## src/rtl/alu_cmd_sequencer.sv

```systemverilog
// Command sequencer in front of the 8-bit combinational ALU. It reads operands from a
// small register file, drives the ALU, writes the result back and returns it on a response channel.
module alu_cmd_sequencer #(
   parameter int NREGS = 8,
   parameter int W = 8,
   localparam int RW = $clog2(NREGS)
) (
   input  logic          clk,
   input  logic          rst_n,
   input  logic          cmd_valid,
   output logic          cmd_ready,
   input  logic [3:0]    cmd_op,
   input  logic [RW-1:0] cmd_src_a,
   input  logic [RW-1:0] cmd_src_b,
   input  logic [RW-1:0] cmd_dst,
   input  logic          wr_en,
   input  logic [RW-1:0] wr_addr,
   input  logic [W-1:0]  wr_data,
   output logic [W-1:0]  alu_a,
   output logic [W-1:0]  alu_b,
   output logic [3:0]    alu_sel,
   input  logic [W-1:0]  alu_out,
   input  logic [3:0]    alu_flag,
   output logic          rsp_valid,
   input  logic          rsp_ready,
   output logic [W-1:0]  rsp_data,
   output logic [3:0]    rsp_flag,
   output logic          rsp_err,
   output logic          busy
);

   // state | meaning
   // IDLE  | waiting for a command, cmd_ready high
   // EXEC  | ALU inputs settled, capture result and write back on next edge
   // RESP  | response held until rsp_ready
   typedef enum logic [1:0] {IDLE, EXEC, RESP} state_t;

   state_t        state;
   logic [W-1:0]  rf [NREGS];
   logic [RW-1:0] dst;
   logic          reject;

   // Divide by zero is refused here so the ALU never sees it.
   assign reject = (cmd_op >= 4'hC) || ((cmd_op == 4'd3) && (rf[cmd_src_b] == '0));

   assign cmd_ready = (state == IDLE);
   assign busy      = (state != IDLE);

   always_ff @(posedge clk) begin
      if (!rst_n) begin
         state <= IDLE;
         for (int i = 0; i < NREGS; i++) rf[i] <= '0;
         dst       <= '0;
         alu_a     <= '0;
         alu_b     <= '0;
         alu_sel   <= '0;
         rsp_valid <= 1'b0;
         rsp_data  <= '0;
         rsp_flag  <= '0;
         rsp_err   <= 1'b0;
      end else begin
         if (wr_en) rf[wr_addr] <= wr_data;
         case (state)
            IDLE: begin
               if (cmd_valid) begin
                  dst <= cmd_dst;
                  if (reject) begin
                     rsp_err   <= 1'b1;
                     rsp_data  <= '0;
                     rsp_flag  <= '0;
                     rsp_valid <= 1'b1;
                     state     <= RESP;
                  end else begin
                     alu_a   <= rf[cmd_src_a];
                     alu_b   <= rf[cmd_src_b];
                     alu_sel <= cmd_op;
                     state   <= EXEC;
                  end
               end
            end
            EXEC: begin
               rsp_data  <= alu_out;
               rsp_flag  <= alu_flag;
               rsp_err   <= 1'b0;
               rsp_valid <= 1'b1;
               // Placed after the direct load so the ALU result wins a same-index collision.
               rf[dst]   <= alu_out;
               state     <= RESP;
            end
            RESP: begin
               if (rsp_ready) begin
                  rsp_valid <= 1'b0;
                  state     <= IDLE;
               end
            end
            default: state <= IDLE;
         endcase
      end
   end

endmodule

```

## config.mk

```make
export PLATFORM = sky130hd
export DESIGN_NAME = alu_cmd_sequencer
export DESIGN_NICKNAME = d
export VERILOG_FILES = /design/src/rtl/alu_cmd_sequencer.sv
export SDC_FILE = /design/constraint.sdc
export NUM_CORES = 1
export LEC_CHECK = 0
export CAP_MARGIN = 25
export CORE_MARGIN = 2
export CORE_UTILIZATION = 50
export CTS_BUF_LIST = sky130_fd_sc_hd__clkbuf_16
export DETAILED_ROUTE_END_ITERATION = 6
export PLACE_DENSITY = 0.85
export SKIP_LAST_GASP = 1
export SLEW_MARGIN = 10
export SYNTH_ARGS = -nofsm -noshare
export SYNTH_HDL_FRONTEND = slang
export SYNTH_SLANG_ARGS = --single-unit
```

## constraint.sdc

```tcl
create_clock -name clk -period 6.71 [get_ports clk]
set_clock_uncertainty 0.05 [all_clocks]
set_input_delay 1.342 -clock clk [delete_from_list [all_inputs] [get_ports clk]]
set_output_delay 1.342 -clock clk [all_outputs]
set_load 0.02 [all_outputs]
```

# Word level (Yosys, flattened, before mapping)
# Memory sizes are Yosys's and may differ from the RTL's. A register that Yosys moved wholly into a read port is not among the register bits.
# Cells that the tools add are included.
# Widths: inputs -> output; s select.
dict set report totals {
  input_bits 41
  ff_bits 31
  latchBits 0
  elab_cells 60
  rom_bits 0
  mem_count 1
  ram_bits 64
}
# name words word_bits rd rd_ports_with_merged_regs wr line
set mem_list {}
lappend mem_list {rf 8 8 2 1 8 39} ;# logic [W-1:0] rf [NREGS];
dict set report op_classes {
  magnitude_cmp 1
  reduce_logical 15
  mul 0
  bitwise_logic 1
  addsub 0
  eq_ne 6
  div_mod_pow 0
  n_mux 28
  shifts 0
}
# cell n
set ops {}
lappend ops {{$mux 8} 4}
lappend ops {{$pmux 8 s2} 1}
lappend ops {{$reduce_or 8->1} 2}
lappend ops {{$mux 1} 12}
lappend ops {{$logic_not 8->1} 1}
lappend ops {{$mux 4} 2}
lappend ops {{$pmux 4 s2} 1}
lappend ops {{$mux 2} 3}
lappend ops {{$mux 3} 2}
lappend ops {{$pmux 2 s3} 1}
lappend ops {{$reduce_and 3->1} 2}
lappend ops {{$eq 4x2->1 const B} 1}
lappend ops {{$ge 4x4->1 const B} 1}
lappend ops {{$ne 2x2->1 const B} 2}
lappend ops {{$reduce_and 2->1} 2}
lappend ops {{$reduce_and 4->1} 1}
lappend ops {{$reduce_bool 2->1} 2}
lappend ops {{$pmux 1 s3} 1}
lappend ops {{$reduce_bool 3->1} 1}
lappend ops {{$eq 2x1->1 const B} 1}
lappend ops {{$eq 2x2->1 const B} 1}
lappend ops {{$logic_not 2->1} 1}
lappend ops {{$ne 2x1->1 const B} 1}
lappend ops {{$pmux 1 s2} 1}
lappend ops {{4 further kinds} 4}

# Logic depth before layout (Yosys ltp)
# An unclocked memory read counts as a cell.
dict set report depth {
  depth_word 7
  depth_mapped 10
  depth_no_buf 6
}

# Worst setup path after synthesis
# OpenSTA, ideal clock, no wires.
dict set report synth_timing {
  path_kind {input-to-reg}
  from {input port cmd_src_b[2]}
  to {register rsp_data[3]}
  slack_ps 3349
  setup_ps 115
  t_required_ps 6545
  arrival_time_ps 3196
  stages 8
  path_cell_list {buf_4 -> buf_2 -> mux4_2 -> mux2_2 -> or4_4 -> o221ai_2 -> buf_6 -> o21ai_2}
}
dict set report synth_between {
  elab_chain_len 6
}
# item line
set synth_rtl {}
lappend synth_rtl {{from (decl)} 14} ;# input logic [RW-1:0] cmd_src_b,
lappend synth_rtl {{$mem_v2 8x8} n/a}
lappend synth_rtl {{$logic_not 8->1} 44} ;# assign reject = (cmd_op >= 4'hC) || ((cmd_op == 4'd3) && (rf[cmd_src_b] == '0));
lappend synth_rtl {{$logic_and 1x1->1} 44}
lappend synth_rtl {{$logic_or 1x1->1} 44}
lappend synth_rtl {{$ne 2x1->1 (no source line)} n/a}
lappend synth_rtl {{$reduce_and 3->1 (no source line)} n/a}
lappend synth_rtl {{to (signal assigned)} 82} ;# rsp_data <= alu_out;
lappend synth_rtl {{to (decl)} 26} ;# output logic [W-1:0] rsp_data,
# No other way between the ends.
# A chain may end at the register's enable or synchronous reset.

==> out/summary.txt <==
final hold slack: 0.411 ns
WL final: 15.6 mm
critical path arrival: 4.39 ns
routed vias: 4835
CP Max Fanout: 25
setup ws final: 2.29 ns
Die H: 110 um
CTS resizes: 0
Initial Utilization: 51.7%
Routed WL per cell: 19.9 um
async set-reset flop share out of synthesis: 0%
#FFs+latches synth: 103
total congestion overflow: 0
Pleak: 0.00246 uW
post-synthesis cell type count: 38
# IOs: 77
CTS H-tree lvls: 3
Power Dens Cells: 223 nW/um^2
R2R depth: 5
Root Buffer: clkbuf_16
number of synthesized flops with an enable pin: 64
FMAX: 226 MHz
clk sinks: 103
CP required: 6.68 ns
DR iter-0 viols: 432
CTS tree: yes
share of cells above drive strength 1: 12.1%
HPWL after DPL: 11.5 mm
total CTS buffers: 9
first-pass GRT wire length: 24.3 mm
sequential-to-total area share from yosys stat: 47.8%
ANT nets after route: 0
worst hold stages: 2
period utilisation layout: 65.9%
post-placement cell count: 766
full die area: 12200 um^2
Rows: 38
gp weighted congestion: 0.883
maxcap violations: 0
Final Hold Viols: 0
post-CTS setup buffer count: 0
Hold WC Path Type: flop to flop
peak supply drop: 0.000106 V
Vias/cell: 6.17
Clk pin slew, worst setup/hold paths: 0.07 ns
Worst setup EP type: flop
post-route insts no fill: 783
Synth area leaders: edfxtp_1 34%, dfxtp_1 14%, nand2_1 12%, mux4_2 8.4%, mux2i_1 6.0%
Synth Cell Area: 5660 um^2
Post-CTS Hold Buffers: 0
# setup viols final: 0
die boundary width: 110 um
Final min period: 4.42 ns
initial antenna violation count: 0
cell taking the most area after synthesis: edfxtp_1
critical path launch point type: primary input
Top FF cell, synth: edfxtp_1
clk buf depth: 2
number of global-route vias before repair: 4539
PortBufs: 76
Synth-to-Final Area Change: 20.8%
syn nets: 625
status: completed
unrepaired setup endpoints after global routing: false
DRT Pass-1 Iters: 5
fin. max-slew vios: 0
share of the synthesized area in the top cell type: 34.0%
Slew @ Worst Pin: 0.992 ns
Core Area: 10900 um^2
relative slew slack: 33.9%
Post-Synthesis Cells: 584
critical path class: primary input to flop
Synth Area per Inst: 9.68 um^2
TNS Setup: 0 ns
worst slack, placed: 1.90 ns
DRC errors left: 0
Nets: 679
worst skew pair latency: 0.35 ns
largest net degree at the start of global routing: 39
Syn. warnings: 0
n_diodes: 0
gr usage total: 26.9%
-- path summary, 6_finish.rpt --
kind,start,endpoint,slack (ns)
setup / recovery,rst_n,rf[6][4]$_DFFE_PP_,2.29
hold / removal,rsp_data[1]$_SDFFE_PN0P_,rsp_data[1]$_SDFFE_PN0P_,0.41
setup reg to reg,state[0]$_SDFFE_PN0P_,rf[6][4]$_DFFE_PP_,3.66
hold reg to reg,rsp_data[1]$_SDFFE_PN0P_,rsp_data[1]$_SDFFE_PN0P_,0.41
-- kinds of logic (layout without fill, tap and decap cells) --
kind of cell | Yosys count | count (layout) | share of synthesized area (%)
and+or+nand+nor | 267 | 267 | 21.0
DFF | 103 | 103 | 47.8
buffers and inverters | 50 | 109 | 4.00
AOI/OAI and AO/OA | 102 | 102 | 10.7
muxes | 62 | 62 | 16.6
-- routing by layer --
metal	routed length [um]	track usage [%]
met5	0	0
met4	344	7.68
met3	1550	6.70
met2	7800	46.2
met1	5900	33.7
-- power breakdown --
| part | internal [uW] | switching (uW) |
|---|---|---|
| clock | 302 | 242 |
| combinational | 111 | 128 |
| sequential | 709 | 28.8 |
| total | 1120 | 399 |
-- flip-flops by register name, summed over array words and instances, names as in the netlist --
| name | count |
|---|---|
| rsp_valid | 1 |
| alu_sel | 4 |
| rsp_data | 8 |
| dst | 3 |
| rf | 64 |
| alu_a | 8 |
| alu_b | 8 |
| rsp_err | 1 |
| rsp_flag | 4 |
| state | 2 |
-- layout make-up --
cell class / count / area [um^2]
Tap cell: 140 / 175
Fill cell: 882 / 4100
Clock inverter: 5 / 41.3
Timing Repair Buffer: 90 / 881
Clock buffer: 11 / 275
Sequential cell: 103 / 2700
Multi-Input combinational cell: 431 / 2750
Inverter: 3 / 11.3
-- Yosys cell counts, types with 2 or more instances --
cell type  number
buf_1          11
buf_6           3
nor3_1          8
nor4b_1         2
edfxtp_1       64
or3_1           8
mux4_2         21
buf_2           4
inv_1           3
nand2b_1        6
nor2_1         14
o21ai_0        59
nor3b_1         2
nand3_1        23
clkbuf_1       26
mux2i_1        34
o21ai_2        10
nand4_1         3
a21oi_1        17
mux4_1          3
a22oi_1         8
dfxtp_1        39
nor3b_2         7
a311oi_1        3
nand2_1       187
buf_4           3
and2_1          2
mux2_2          4
-- per-stage QoR --
step	util, %	instance area (um^2)	total power [uW]
floorplan	-	5660	887
global placement	59.3	6480	974
detailed placement	59.4	6500	984
CTS	62.3	6820	1520
global route	62.5	6830	1560
finish	62.5	6830	1520
-- critical path, stage by stage --
cell	delay (ns)
clkdlybuf4s50_1	0.48
inv_1	0.40
nor2_1	0.81
nand2_1	0.22
nor2_1	0.70
or3_1	0.41
-- placed cells by master (no fill, tap or decap), drive strengths merged --
cell,instances
a21oi,17
nor3b,9
o21ai,69
nand4,3
and2,2
nand3,23
mux4,24
dfxtp,39
or2,1
nor4,1
o221ai,1
nand2,187
or3,8
a22oi,8
mux2,4
o311a,1
nor2b,1
o21a,1
nand2b,6
a21boi,1
edfxtp,64
or4,1
buf,14
o31a,1
mux2i,34
nor2,14
nor4b,2
a311oi,3
nor3,8
clkdlybuf4s50,76
clkinv,1
inv,7
and2b,1
clkbuf,11
Power figures use the tool's default switching activity.
